**config.mk**
```make
export PLATFORM = sky130hd
export DESIGN_NAME = dm_rmw_arbiter_flat
export DESIGN_NICKNAME = d
export VERILOG_FILES = /design/src/rtl/dm_rmw_arbiter_pkg.sv /design/src/rtl/dm_rmw_arbiter_if.sv /design/src/rtl/dm_rmw_arbiter_byte_merge.sv /design/src/rtl/dm_rmw_arbiter.sv /design/src/flat_wrapper.sv
export SDC_FILE = /design/constraint.sdc
export NUM_CORES = 1
export LEC_CHECK = 0
export CORE_MARGIN = 4
export CORE_UTILIZATION = 47
export DETAILED_ROUTE_END_ITERATION = 7
export PLACE_DENSITY = 0.86
export SYNTH_ARGS = -nofsm -noshare
export SYNTH_HDL_FRONTEND = slang
export SYNTH_HIERARCHICAL = 1
export SYNTH_SLANG_ARGS = --single-unit
```
**constraint.sdc**
```tcl
create_clock -name CLK -period 7.2 [get_ports CLK]
set_input_delay 1.44 -clock CLK [delete_from_list [all_inputs] [get_ports CLK]]
set_output_delay 1.44 -clock CLK [all_outputs]
set_load 0.01 [all_outputs]
```
**src/rtl/dm_rmw_arbiter_pkg.sv**
```systemverilog
`default_nettype none
// +----------------------------------------------------------------------------+
// | Package : dm_pkg                                                           |
// | Shared state encoding and byte-enable constants for the data-memory        |
// | read-modify-write arbiter.                                                 |
// | Rev 1.0 : initial release                                                  |
// +----------------------------------------------------------------------------+
package dm_pkg;

    localparam int NPORT = 2;

    typedef enum logic [1:0] {
        ST_IDLE  = 2'd0,
        ST_ACC   = 2'd1,
        ST_MERGE = 2'd2,
        ST_RESP  = 2'd3
    } state_t;

    localparam logic [3:0] BE_WORD  = 4'b1111;
    localparam logic [3:0] BE_NONE  = 4'b0000;
    localparam logic [3:0] BE_BYTE0 = 4'b0001 << 0;
    localparam logic [3:0] BE_BYTE1 = 4'b0001 << 1;
    localparam logic [3:0] BE_BYTE2 = 4'b0001 << 2;
    localparam logic [3:0] BE_BYTE3 = 4'b0001 << 3;
    localparam logic [3:0] BE_HALF0 = 4'b0011;
    localparam logic [3:0] BE_HALF1 = 4'b1100;

    // Anything other than a full word or an empty mask needs the old word.
    function automatic logic be_is_partial(input logic [3:0] be);
        return (be != BE_WORD) && (be != BE_NONE);
    endfunction

endpackage : dm_pkg
`default_nettype wire

```
**src/rtl/dm_rmw_arbiter_if.sv**
```systemverilog
`default_nettype none
// +----------------------------------------------------------------------------+
// | Interface : dm_rmw_arbiter_if                                              |
// | Two-port requester bus of the data-memory arbiter.                         |
// | Rev 1.0 : initial release                                                  |
// +----------------------------------------------------------------------------+
interface dm_rmw_arbiter_if #(
    parameter int AW = 32
);
    logic [1:0]    req;
    logic [1:0]    we;
    logic [AW-1:0] addr0;
    logic [AW-1:0] addr1;
    logic [31:0]   wd0;
    logic [31:0]   wd1;
    logic [3:0]    be0;
    logic [3:0]    be1;
    logic [1:0]    done;
    logic [31:0]   rdata;

    modport master (
        output req, we, addr0, addr1, wd0, wd1, be0, be1,
        input  done, rdata
    );

    modport slave (
        input  req, we, addr0, addr1, wd0, wd1, be0, be1,
        output done, rdata
    );
endinterface : dm_rmw_arbiter_if
`default_nettype wire

```
**src/rtl/dm_rmw_arbiter_byte_merge.sv**
```systemverilog
`default_nettype none
// +----------------------------------------------------------------------------+
// | Module : byte_merge                                                        |
// | Per-lane merge of a new word into an old word under a byte-enable mask.    |
// | Rev 1.0 : initial release                                                  |
// +----------------------------------------------------------------------------+
module byte_merge (
    input  wire logic [31:0] old_word,
    input  wire logic [31:0] new_word,
    input  wire logic [3:0]  be,
    output logic      [31:0] merged
);
    for (genvar k = 0; k < 4; k++) begin : g_lane
        assign merged[8*k +: 8] = be[k] ? new_word[8*k +: 8] : old_word[8*k +: 8];
    end
endmodule : byte_merge
`default_nettype wire

```
**src/rtl/dm_rmw_arbiter.sv**
```systemverilog
`default_nettype none
// +----------------------------------------------------------------------------+
// | Module : dm_rmw_arbiter                                                    |
// | Round-robin arbiter and read-modify-write sequencer for the single-port    |
// | data memory; partial writes become a read followed by a whole-word write.  |
// | Rev 1.0 : initial release                                                  |
// +----------------------------------------------------------------------------+
module dm_rmw_arbiter #(
    parameter int NPORT = 2,
    parameter int AW    = 32
) (
    input  wire logic           CLK,
    input  wire logic           Reset,
    dm_rmw_arbiter_if.slave     bus,
    output logic [AW-1:0]       mem_addr,
    output logic [31:0]         mem_wd,
    output logic                mem_we,
    input  wire logic [31:0]    mem_rd
);
    import dm_pkg::state_t;
    import dm_pkg::ST_IDLE;
    import dm_pkg::ST_ACC;
    import dm_pkg::ST_MERGE;
    import dm_pkg::ST_RESP;
    import dm_pkg::BE_WORD;
    import dm_pkg::be_is_partial;

    state_t        r_state;
    state_t        w_next;
    logic          r_port;
    logic          r_last;
    logic          r_we;
    logic [AW-1:2] r_addr;
    logic [31:0]   r_wd;
    logic [3:0]    r_be;
    logic [31:0]   r_rdata;
    logic [31:0]   r_merge;

    logic             w_grant;
    logic             w_partial;
    logic [31:0]      w_merged;
    logic [NPORT-1:0] w_done;
    logic             w_unused_addr_lsb;

    // Only the word address is stored; the byte offset never reaches memory.
    assign w_unused_addr_lsb = ^{bus.addr0[1:0], bus.addr1[1:0]};

    // On a tie the port that was not served last wins.
    assign w_grant   = (bus.req == 2'b11) ? ~r_last : bus.req[1];
    assign w_partial = r_we && be_is_partial(r_be);

    byte_merge u_byte_merge (
        .old_word (r_merge),
        .new_word (r_wd),
        .be       (r_be),
        .merged   (w_merged)
    );

    always_comb begin
        w_next = r_state;
        case (r_state)
            ST_IDLE:  if (|bus.req) w_next = ST_ACC;
            ST_ACC:   w_next = w_partial ? ST_MERGE : ST_RESP;
            ST_MERGE: w_next = ST_RESP;
            ST_RESP:  w_next = ST_IDLE;
            default:  w_next = ST_IDLE;
        endcase
    end

    always_ff @(posedge CLK or posedge Reset) begin
        if (Reset) begin
            r_state <= ST_IDLE;
            r_port  <= 1'b0;
            r_last  <= 1'b1;
            r_we    <= 1'b0;
            r_addr  <= '0;
            r_wd    <= '0;
            r_be    <= '0;
            r_rdata <= '0;
            r_merge <= '0;
        end else begin
            r_state <= w_next;
            case (r_state)
                ST_IDLE: begin
                    if (|bus.req) begin
                        r_port <= w_grant;
                        r_we   <= bus.we[w_grant];
                        r_addr <= w_grant ? bus.addr1[AW-1:2] : bus.addr0[AW-1:2];
                        r_wd   <= w_grant ? bus.wd1 : bus.wd0;
                        r_be   <= w_grant ? bus.be1 : bus.be0;
                    end
                end
                ST_ACC: begin
                    if (!r_we)
                        r_rdata <= mem_rd;
                    else if (w_partial)
                        r_merge <= mem_rd;
                end
                ST_RESP: r_last <= r_port;
                default: ;
            endcase
        end
    end

    assign mem_addr = {r_addr, 2'b00};
    assign mem_we   = ((r_state == ST_ACC) && r_we && (r_be == BE_WORD)) ||
                      (r_state == ST_MERGE);
    assign mem_wd   = (r_state == ST_MERGE)         ? w_merged :
                      ((r_state == ST_ACC) && r_we) ? r_wd     : 32'd0;

    assign w_done    = (r_state == ST_RESP) ? ({{(NPORT-1){1'b0}}, 1'b1} << r_port) : '0;
    assign bus.done  = w_done;
    assign bus.rdata = r_rdata;

endmodule : dm_rmw_arbiter
`default_nettype wire
```
**src/flat_wrapper.sv**
```systemverilog
// flat-port wrapper written by rule: the top's interface ports become plain ports
module dm_rmw_arbiter_flat import dm_pkg::state_t; import dm_pkg::ST_IDLE; import dm_pkg::ST_ACC; import dm_pkg::ST_MERGE; import dm_pkg::ST_RESP; import dm_pkg::BE_WORD; import dm_pkg::be_is_partial;
#(
    parameter int NPORT = 2,
    parameter int AW    = 32
)
  (CLK, Reset, mem_addr, mem_wd, mem_we, mem_rd, bus_req, bus_we, bus_addr0, bus_addr1, bus_wd0, bus_wd1, bus_be0, bus_be1, bus_done, bus_rdata);
  dm_rmw_arbiter_if #(.AW(AW)) bus_i ();
  input  wire logic CLK;
  input  wire logic Reset;
  output logic [AW-1:0] mem_addr;
  output logic [31:0] mem_wd;
  output logic mem_we;
  input  wire logic [31:0] mem_rd;
  input wire logic [$bits(bus_i.req)-1:0] bus_req;
  input wire logic [$bits(bus_i.we)-1:0] bus_we;
  input wire logic [$bits(bus_i.addr0)-1:0] bus_addr0;
  input wire logic [$bits(bus_i.addr1)-1:0] bus_addr1;
  input wire logic [$bits(bus_i.wd0)-1:0] bus_wd0;
  input wire logic [$bits(bus_i.wd1)-1:0] bus_wd1;
  input wire logic [$bits(bus_i.be0)-1:0] bus_be0;
  input wire logic [$bits(bus_i.be1)-1:0] bus_be1;
  output wire logic [$bits(bus_i.done)-1:0] bus_done;
  output wire logic [$bits(bus_i.rdata)-1:0] bus_rdata;
  assign bus_i.req = bus_req;
  assign bus_i.we = bus_we;
  assign bus_i.addr0 = bus_addr0;
  assign bus_i.addr1 = bus_addr1;
  assign bus_i.wd0 = bus_wd0;
  assign bus_i.wd1 = bus_wd1;
  assign bus_i.be0 = bus_be0;
  assign bus_i.be1 = bus_be1;
  assign bus_done = bus_i.done;
  assign bus_rdata = bus_i.rdata;
  dm_rmw_arbiter #(.NPORT(NPORT), .AW(AW)) u_core (.CLK(CLK), .Reset(Reset), .bus(bus_i), .mem_addr(mem_addr), .mem_wd(mem_wd), .mem_we(mem_we), .mem_rd(mem_rd));
endmodule
```
### Yosys cells after proc, flatten, opt, wreduce, memory -nomap -nowiden

Cells that the tools add are included.
W data, S select, Z words.

| word-level totals | value |
|---|---|
| word-level logic and storage cells | 47 |
| input port bits | 174 |
| bits in registers | 135 |

| cells by class | value |
|---|---|
| bitwise operators | 2 |
| order comparisons | 1 |
| multiplexer cells | 16 |
| reduce and logical (&&, ||, !) cells | 11 |
| equal/unequal tests | 7 |
| shift-type cells | 1 |

Operators by type and width:

| kind | number |
|---|---|
| $mux W32 | 3 |
| $mux W8 | 4 |
| $mux W30 | 1 |
| $pmux W2 S4 | 1 |
| $eq A2 B2 Y1 const B | 3 |
| $eq A4 B4 Y1 const B | 1 |
| $logic_and A1 B1 Y1 | 4 |
| $mux W1 | 4 |
| $mux W2 | 2 |
| $mux W4 | 1 |
| $ne A4 B4 Y1 const B | 1 |
| $reduce_and A2 Y1 | 2 |
| $reduce_bool A4 Y1 | 1 |
| $reduce_and A3 Y1 | 1 |
| $eq A2 B1 Y1 const B | 1 |
| $logic_not A2 Y1 | 1 |
| $lt A1 B2 Y1 const B | 1 |
| $ne A2 B1 Y1 const B | 1 |
| $not A1 Y1 | 2 |
| $reduce_or A2 Y1 | 1 |
| $shl A1 B1 Y2 const A | 1 |
| $logic_or A1 B1 Y1 | 1 |

### Depth between registers and ports, before layout

Gate-level depths: netlist of the first run.

| depth | value |
|---|---|
| depth after elaboration | 5 |
| gate-level depth with buffers | 7 |

### Cells and area by module

Netlist of the first run, hierarchy kept.

By module, submodules not included:

| module | area an instance (µm²) | cells an instance | instances | sequential area each (µm²) |
|---|---|---|---|---|
| dm_rmw_arbiter | 6336.1 | 566 | 1 | 3379.5 |
| byte_merge | 525.5 | 36 | 1 | 0.0 |

### Worst setup path before layout of the first run

No wires, ideal clock.

| timing path | value |
|---|---|
| path kind | reg2out |
| from | register u_core.r_state[1] |
| to | output mem_wd[22] |
| buffers on the path | 2 |
| stages on the path, launching flop included | 8 |
| path slack | 4255 ps |
| data required time | 5760 ps |
| data arrival time | 1505 ps |
| path through | dfrtp_1 -> inv_1 -> ha_1 -> and2_1 -> buf_4 -> clkbuf_1 -> nand2_1 -> o21ai_0 |

| on the way | value |
|---|---|
| word-level cells in the longest chain between the ends | 4 |

RTL lines:

| item | line | source |
|---|---|---|
| start, declared | dm_rmw_arbiter.sv:28 | `state_t r_state;` |
| start signal, assigned | dm_rmw_arbiter.sv:82 | `r_state <= w_next;` |
| $eq A2 B1 Y1 | dm_rmw_arbiter.sv:109 | `((r_state == ST_ACC) && r_we) ? r_wd : 32'd0;` |
| $logic_and A1 B1 Y1 | dm_rmw_arbiter.sv:109 |  |
| $mux W32 | dm_rmw_arbiter.sv:109 |  |
| $mux W32 * | dm_rmw_arbiter.sv:108 | `assign mem_wd = (r_state == ST_MERGE) ? w_merged :` |
| end, declared | flat_wrapper.sv:12 | `output logic [31:0] mem_wd;` |

Every way passes the cells marked *; elsewhere a longest branch is shown, timed or not.

### Worst setup path after layout of the first run

| timing path | value |
|---|---|
| from | register u_core.r_state[0] |
| to | output mem_wd[5] |

The elaborated chain is that of the path after synthesis.

==> metrics.csv, run 1 <==
stage;metric;value;unit
run_status;outcome;completed;
clock_tree;Max Buffers Root-to-Sink;2;
logic_synthesis;number of synthesis warnings;6;
route;antenna viol nets, final;0;
sta;Final Skew;5.09;ps
clock_tree;CTS tree;yes;
sta;RSZ-0062 raised after global routing;false;
run;max-cap viol count;0;
die;DIE HEIGHT;129;um
global_routing;vias in the first global route;5512;
cells_and_area;fill cell count;998;
logic_synthesis;Cell variety after synth;31;
sta;Min Hold Slack;474;ps
global_routing;initial antenna violation count;1;
setup_path;CP delay by family, top;adder cells;
die;area of the die;16600;um^2
power;VDD IR max;211;uV
route;TritonRoute pass-1 iters;4;
cells_and_area;commonest non-fill, non-tap cells in the layout;266 x clkdlybuf4s50_1, 134 x dfrtp_1, 131 x nand2_1;
clock_tree;CTS resizes;0;
setup_path;FF-to-FF path depth;7;
setup_path;crit-path max FO;65;
setup_path;crit-path max cell delay;930;ps
global_routing;Total GRT Usage;0.219;
clock_tree;post-cts hold buffer count;0;
route;met1 WL;7.00;mm
setup_path;critical path cell sequence;inv_1, ha_2, o21ai_0, clkdlybuf4s50_1;
cells_and_area;commonest non-fill, non-tap cell in the layout;clkdlybuf4s50_1;
route;top layer in use;met5;
die;Die Width;129;um
sta;f_max;234;MHz
clock_tree;H-tree depth;4;
logic_synthesis;Synth Cell Area;6860;um^2
setup_path;Critical Path Slowest Stage Cell;ha_2;
placed_design;RD Place Congestion;0.751;
logic_synthesis;syn_area_per_cell;11.4;um^2
sta;Pins Over Slew Limit;0;
placed_design;Detailed Place HPWL;12.9;mm
clock_tree;clk_lat worst skew;410;ps
clock_tree;Root Driver;clkbuf_16;
global_routing;largest net degree at the start of global routing;87;
sta;final period utilization;0.593;
route;DR vias;5280;
route;Vias/cell;5.07;
setup_path;Worst Setup End Kind;primary output;
power;Cell Pwr Density;428;nW/um^2
route;wire length per cell;17.4;um
setup_path;Critical Path AT;2830;ps
global_routing;grt total ovfl;0;
clock_tree;Clock Sinks;135;
worst_hold_path;WHS Path Cells;2;
logic_synthesis;Seq/Total Area, Yosys;0.493;
die;Core ar.;14100;um^2
global_routing;first-pass GRT wire length;28.1;mm
cells_and_area;layout net count;1028;
sta;fin crit period;4270;ps
cells_and_area;layout cells sized above 1;0.161;
setup_path;startpoint types;register;
route;drt drc;0;
route;detailed router's first-iteration violation count;321;
power;P_leak;4.42;nW
sta;setup TNS;0;ps
sta;Least-Margin Pin Slew;1110;ps
setup_path;Critical Path RT;5760;ps
sta;Slew headroom;0.260;
logic_synthesis;Yosys reg bits;135;
cells_and_area;ant diodes;0;
sta;final hold vios;0;
logic_synthesis;Synth Instances;602;
setup_path;Setup CP Type;reg2out;
cells_and_area;Layout area overhead;48.3;%
die;I/O pin cnt;273;
route;Met2 Routed Length;9.25;mm
setup_path;Crit path depth;4;
clock_tree;post-CTS setup buffers;0;
setup_path;Crit path buffers/inverters;2;
placed_design;Port-buffer cells;266;
clock_tree;CTS Buf Count;17;
worst_hold_path;Hold/Removal Path Class;reg2reg;
route;routed wire length;18.1;mm
die;Starting Density;0.487;
sta;# setup viols final;0;
die;row count;43;
clock_tree;CTS clk-pin slew, worst paths;60;ps
route;routed wl met3;1.57;mm
cell families after synthesis:
logic type                 after synthesis  synth area share
and+or+nand+nor                        140            0.0832
buffers and inverters                   50            0.0419
AOI/OAI and AO/OA                      106            0.0802
adders and majority gates                5           0.00912
muxes                                  165             0.292
DFF                                    135             0.493
other                                    1          0.000547
routing by layer:
metal | global-route usage | up-vias
li1 | - | 2559
met1 | 0.246 | 2501
met5 | 0 | -
met3 | 0.0751 | 25
met4 | 0.0735 | 2
met2 | 0.390 | 193
per-stage QoR:
step / std cells / power (mW) / area [um^2] / util / worst slack, ps
global route: 1042 / 4.63 / 10200 / 0.722 / 2710
global placement: 1010 / 3.40 / 9560 / 0.678 / 3270
finish: 1042 / 4.36 / 10200 / 0.722 / 2930
floorplan: 603 / 2.61 / 6870 / - / 2150
CTS: 1042 / 4.40 / 10200 / 0.722 / 2840
detailed placement: 1010 / 3.47 / 9560 / 0.678 / 3210
state kept, by name (all words and copies together), names as in the netlist:
signal            cells
u_core/r_be           4
u_core/r_port         1
u_core/bus.rdata     32
u_core/r_merge       32
u_core/r_state        2
u_core/r_addr        30
u_core/r_last         1
u_core/r_wd          32
u_core/r_we           1
worst paths after layout:
kind                            slack [ps]         startpoint                 end
min in group asynchronous             1490              Reset   u_core/r_addr[16]
worst min-delay path                   470  u_core/r_addr[14]   u_core/r_addr[14]
max in group asynchronous             4400              Reset   u_core/r_state[0]
worst max-delay path                  2930  u_core/r_state[0]           mem_wd[5]
worst max register to register        4850  u_core/r_state[1]  u_core/r_merge[24]
worst min register to register         470  u_core/r_addr[14]   u_core/r_addr[14]
area by class of cell:
| cell class | count | area, um^2 | area share |
|---|---|---|---|
| Sequential cell | 135 | 3380 | 0.332 |
| Multi-Input combinational cell | 418 | 3220 | 0.316 |
| Timing Repair Buffer | 273 | 2720 | 0.267 |
| Clock buffer | 23 | 468 | 0.0460 |
| Tap cell | 180 | 225 | 0.0221 |
| Clock inverter | 9 | 148 | 0.0145 |
| Inverter | 4 | 20.0 | 0.00197 |
tightest hold or removal path, cell delays in order, from the launching register on:
cell	delay, ps
dfrtp_1	340
nand2_1	40
o21ai_0	60
power breakdown:
group / leakage, nW / total, mW / switching [mW] / internal [mW]
registers: 1.63 / 1.43 / 0.286 / 1.15
clock network: 0.301 / 0.906 / 0.311 / 0.595
logic: 2.49 / 2.02 / 0.828 / 1.19
synthesized netlist by cell type, drive strengths merged:
cell    number  area share
dfrtp      134        0.49
nand2      131       0.072
o21ai      100       0.073
mux2        98        0.19
mux2i       67       0.098
clkbuf      24       0.013
buf         22       0.027
ha           5      0.0091
inv          4      0.0022
and2         2      0.0018
nor3b        2      0.0038
a21boi       1      0.0011
a21o         1      0.0011
a22o         1      0.0013
a22oi        1      0.0011
and2b        1      0.0011
and4         1      0.0013
conb         1     0.00055
dfstp        1      0.0038
nor2b        1     0.00091
nor3         1     0.00073
nor4         1      0.0018
o21bai       1      0.0011
o31ai        1      0.0011
Power figures use the tool's default switching activity.
==> run 2: changes to the inputs <==
CORE_UTILIZATION = 40   (was 47)
PLACE_DENSITY = 0.78   (was 0.86)
clock period = 3.6 ns   (was 7.2 ns; I/O delays follow)
==> run 2 against run 1 <==
  * Count of clock-buffer cells in the layout down 5
  * Combinational power grew 100%
  * Worst setup slack worse by 2600 ps
  * Worst hold slack improved by 1.5 ps
  * Largest cell class unchanged
  * Flip-flop and latch count did not move
  * Final area up 0.34%
  * Highest routed layer is now met4
  * Clock skew increased by 1.4 ps
==> metrics.csv, run 2 (synthesized netlist as in run 1, its figures left out) <==
stage;metric;value;unit;change
setup_path;critical path cell sequence;inv_1, ha_1, and2_1, buf_4, nand2_1, o21ai_0, clkdlybuf4s50_1;;
global_routing;vias in the first global route;5288;;-4.1%
die;Starting Density;0.411;;-0.0759
route;drt drc;0;;unchanged
sta;final period utilization;0.911;;
setup_path;Crit path buffers/inverters;3;;+1
global_routing;grt total ovfl;0;;unchanged
die;Core ar.;16700;um^2;+18%
placed_design;worst slack, placed;709;ps;-2500 ps
sta;# setup viols final;0;;unchanged
die;I/O pin cnt;273;;unchanged
global_routing;initial antenna violation count;0;;-1
sta;Final Worst Setup Slack;322;ps;-2610 ps
run_status;outcome;completed;;
setup_path;startpoint types;register;;
clock_tree;Clock Sinks;135;;unchanged
run;max-cap viol count;0;;unchanged
cells_and_area;commonest non-fill, non-tap cells in the layout;266 x clkdlybuf4s50_1, 134 x dfrtp_1, 131 x nand2_1;;
placed_design;Detailed Place HPWL;13.3;mm;+3.3%
setup_path;Critical Path AT;2560;ps;-270 ps
setup_path;Worst Setup End Kind;primary output;;
power;VDD IR max;374;uV;+77%
setup_path;crit-path max FO;14;;-78%
route;antenna viol nets, final;0;;unchanged
sta;fin crit period;3280;ps;
setup_path;CP delay by family, top;buffers and inverters;;
cells_and_area;area of the multi-input gates;3220;um^2;unchanged
route;detailed router's first-iteration violation count;171;;-47%
setup_path;Crit path depth;7;;+3
die;DIE HEIGHT;139;um;+7.9%
global_routing;Total GRT Usage;0.187;;-0.0321
die;row count;47;;+9.3%
placed_design;Post-DP Area;9690;um^2;+1.3%
power;Cell Pwr Density;828;nW/um^2;+93%
die;Die Width;139;um;+7.9%
cells_and_area;layout net count;1032;;+0.39%
clock_tree;post-cts hold buffer count;0;;unchanged
sta;RSZ-0062 raised after global routing;false;;
cells_and_area;fill cell count;1393;;+40%
clock_tree;CTS tree;yes;;
sta;setup TNS;0;ps;unchanged
clock_tree;Max Buffers Root-to-Sink;2;;unchanged
route;wire length per cell;16.9;um;-3.1%
setup_path;Critical Path Slowest Stage Cell;clkdlybuf4s50_1;;
cells_and_area;Layout area overhead;48.8;%;
route;DR vias;5220;;-1.1%
cells_and_area;post-route cell area;10200;um^2;+0.34%
clock_tree;Root Driver;clkbuf_16;;
sta;f_max;305;MHz;
cells_and_area;layout cells sized above 1;0.168;;+0.00657
setup_path;Setup CP Type;reg2out;;
sta;Final Skew;6.49;ps;+1.40 ps
sta;Least-Margin Pin Slew;938;ps;-172 ps
worst_hold_path;Hold/Removal Path Class;reg2reg;;
route;TritonRoute pass-1 iters;4;;unchanged
setup_path;Critical Path RT;2880;ps;-2880 ps
sta;Pins Over Slew Limit;0;;unchanged
clock_tree;clk_lat worst skew;410;ps;about the same
clock_tree;CTS resizes;0;;unchanged
clock_tree;H-tree depth;4;;unchanged
cells_and_area;commonest non-fill, non-tap cell in the layout;clkdlybuf4s50_1;;
placed_design;RD Place Congestion;0.741;;-1.4%
clock_tree;post-CTS setup buffers;0;;unchanged
die;area of the die;19300;um^2;+16%
power;P_leak;4.39;nW;-0.61%
clock_tree;CTS Buf Count;17;;unchanged
global_routing;largest net degree at the start of global routing;136;;+56%
cells_and_area;final core occ;0.611;;-0.111
cells_and_area;ant diodes;0;;unchanged
setup_path;crit-path max cell delay;580;ps;-350 ps
sta;Slew headroom;0.375;;+0.115
route;routed wire length;18.3;mm;+0.82%
clock_tree;CTS clk-pin slew, worst paths;60;ps;about the same
worst_hold_path;WHS Path Cells;2;;unchanged
route;Vias/cell;4.82;;-5.0%
setup_path;FF-to-FF path depth;7;;unchanged
placed_design;Port-buffer cells;266;;unchanged
sta;final hold vios;0;;unchanged
global_routing;first-pass GRT wire length;28.7;mm;+1.9%
cells_and_area;Sequential Area;3380;um^2;unchanged
-- run 2: cell type report --
type	instances	share of cell area
clock inverters	12	0.00809
flip-flops and latches	135	0.331
multi-input cells	418	0.315
repair buffers	277	0.274
clock buffers	18	0.0430
well taps	220	0.0270
inverters	4	0.00184
-- run 2: where the power goes --
group          internal [mW]  switching, mW  leakage (nW)  total, mW
clock network          0.886          0.650         0.242       1.54
registers               2.29          0.559          1.63       2.85
logic                   2.42           1.64          2.52       4.07
-- run 2: worst paths after layout --
kind	from	end	slack (ps)
min	u_core/r_addr[20]	u_core/r_addr[20]	480
min reg2reg	u_core/r_addr[20]	u_core/r_addr[20]	480
max reg2reg	u_core/r_state[1]	u_core/r_merge[25]	1190
min in group asynchronous	Reset	u_core/bus.rdata[7]	790
max	u_core/r_state[1]	mem_wd[30]	320
max in group asynchronous	Reset	u_core/r_wd[6]	2080
-- run 2: worst register-to-register path, cell delays in order, from the launching register on --
cell and delay [ps]:
dfrtp_1 420, inv_1 120, ha_1 190, and2_1 320, buf_4 290, nor3b_4 230, buf_4 360, mux2_2 390
-- run 2: metal layers --
layer | vias to the layer above | share of wire | track usage
met2 | 181 | 0.49 | 0.324
met5 | - | 0 | 0
met4 | 0 | 0.0095 | 0.0494
met3 | 13 | 0.085 | 0.0717
li1 | 2579 | - | -
met1 | 2447 | 0.41 | 0.219
-- run 2: stage by stage --
step | hold slack [ps] | power, mW | std cells
2_1_floorplan | 471 | 5.21 | 603
3_3_place_gp | 460 | 6.88 | 1054
3_5_place_dp | 469 | 7.00 | 1054
4_1_cts | 482 | 8.58 | 1084
5_1_grt | 496 | 9.02 | 1084
6_report | 476 | 8.45 | 1084
==> run 3: changes to the inputs <==
TNS_END_PERCENT = 1   (was not set)
==> results of run 3 <==
Same layout as run 2: the final DEF is identical, and so are final timing and power.
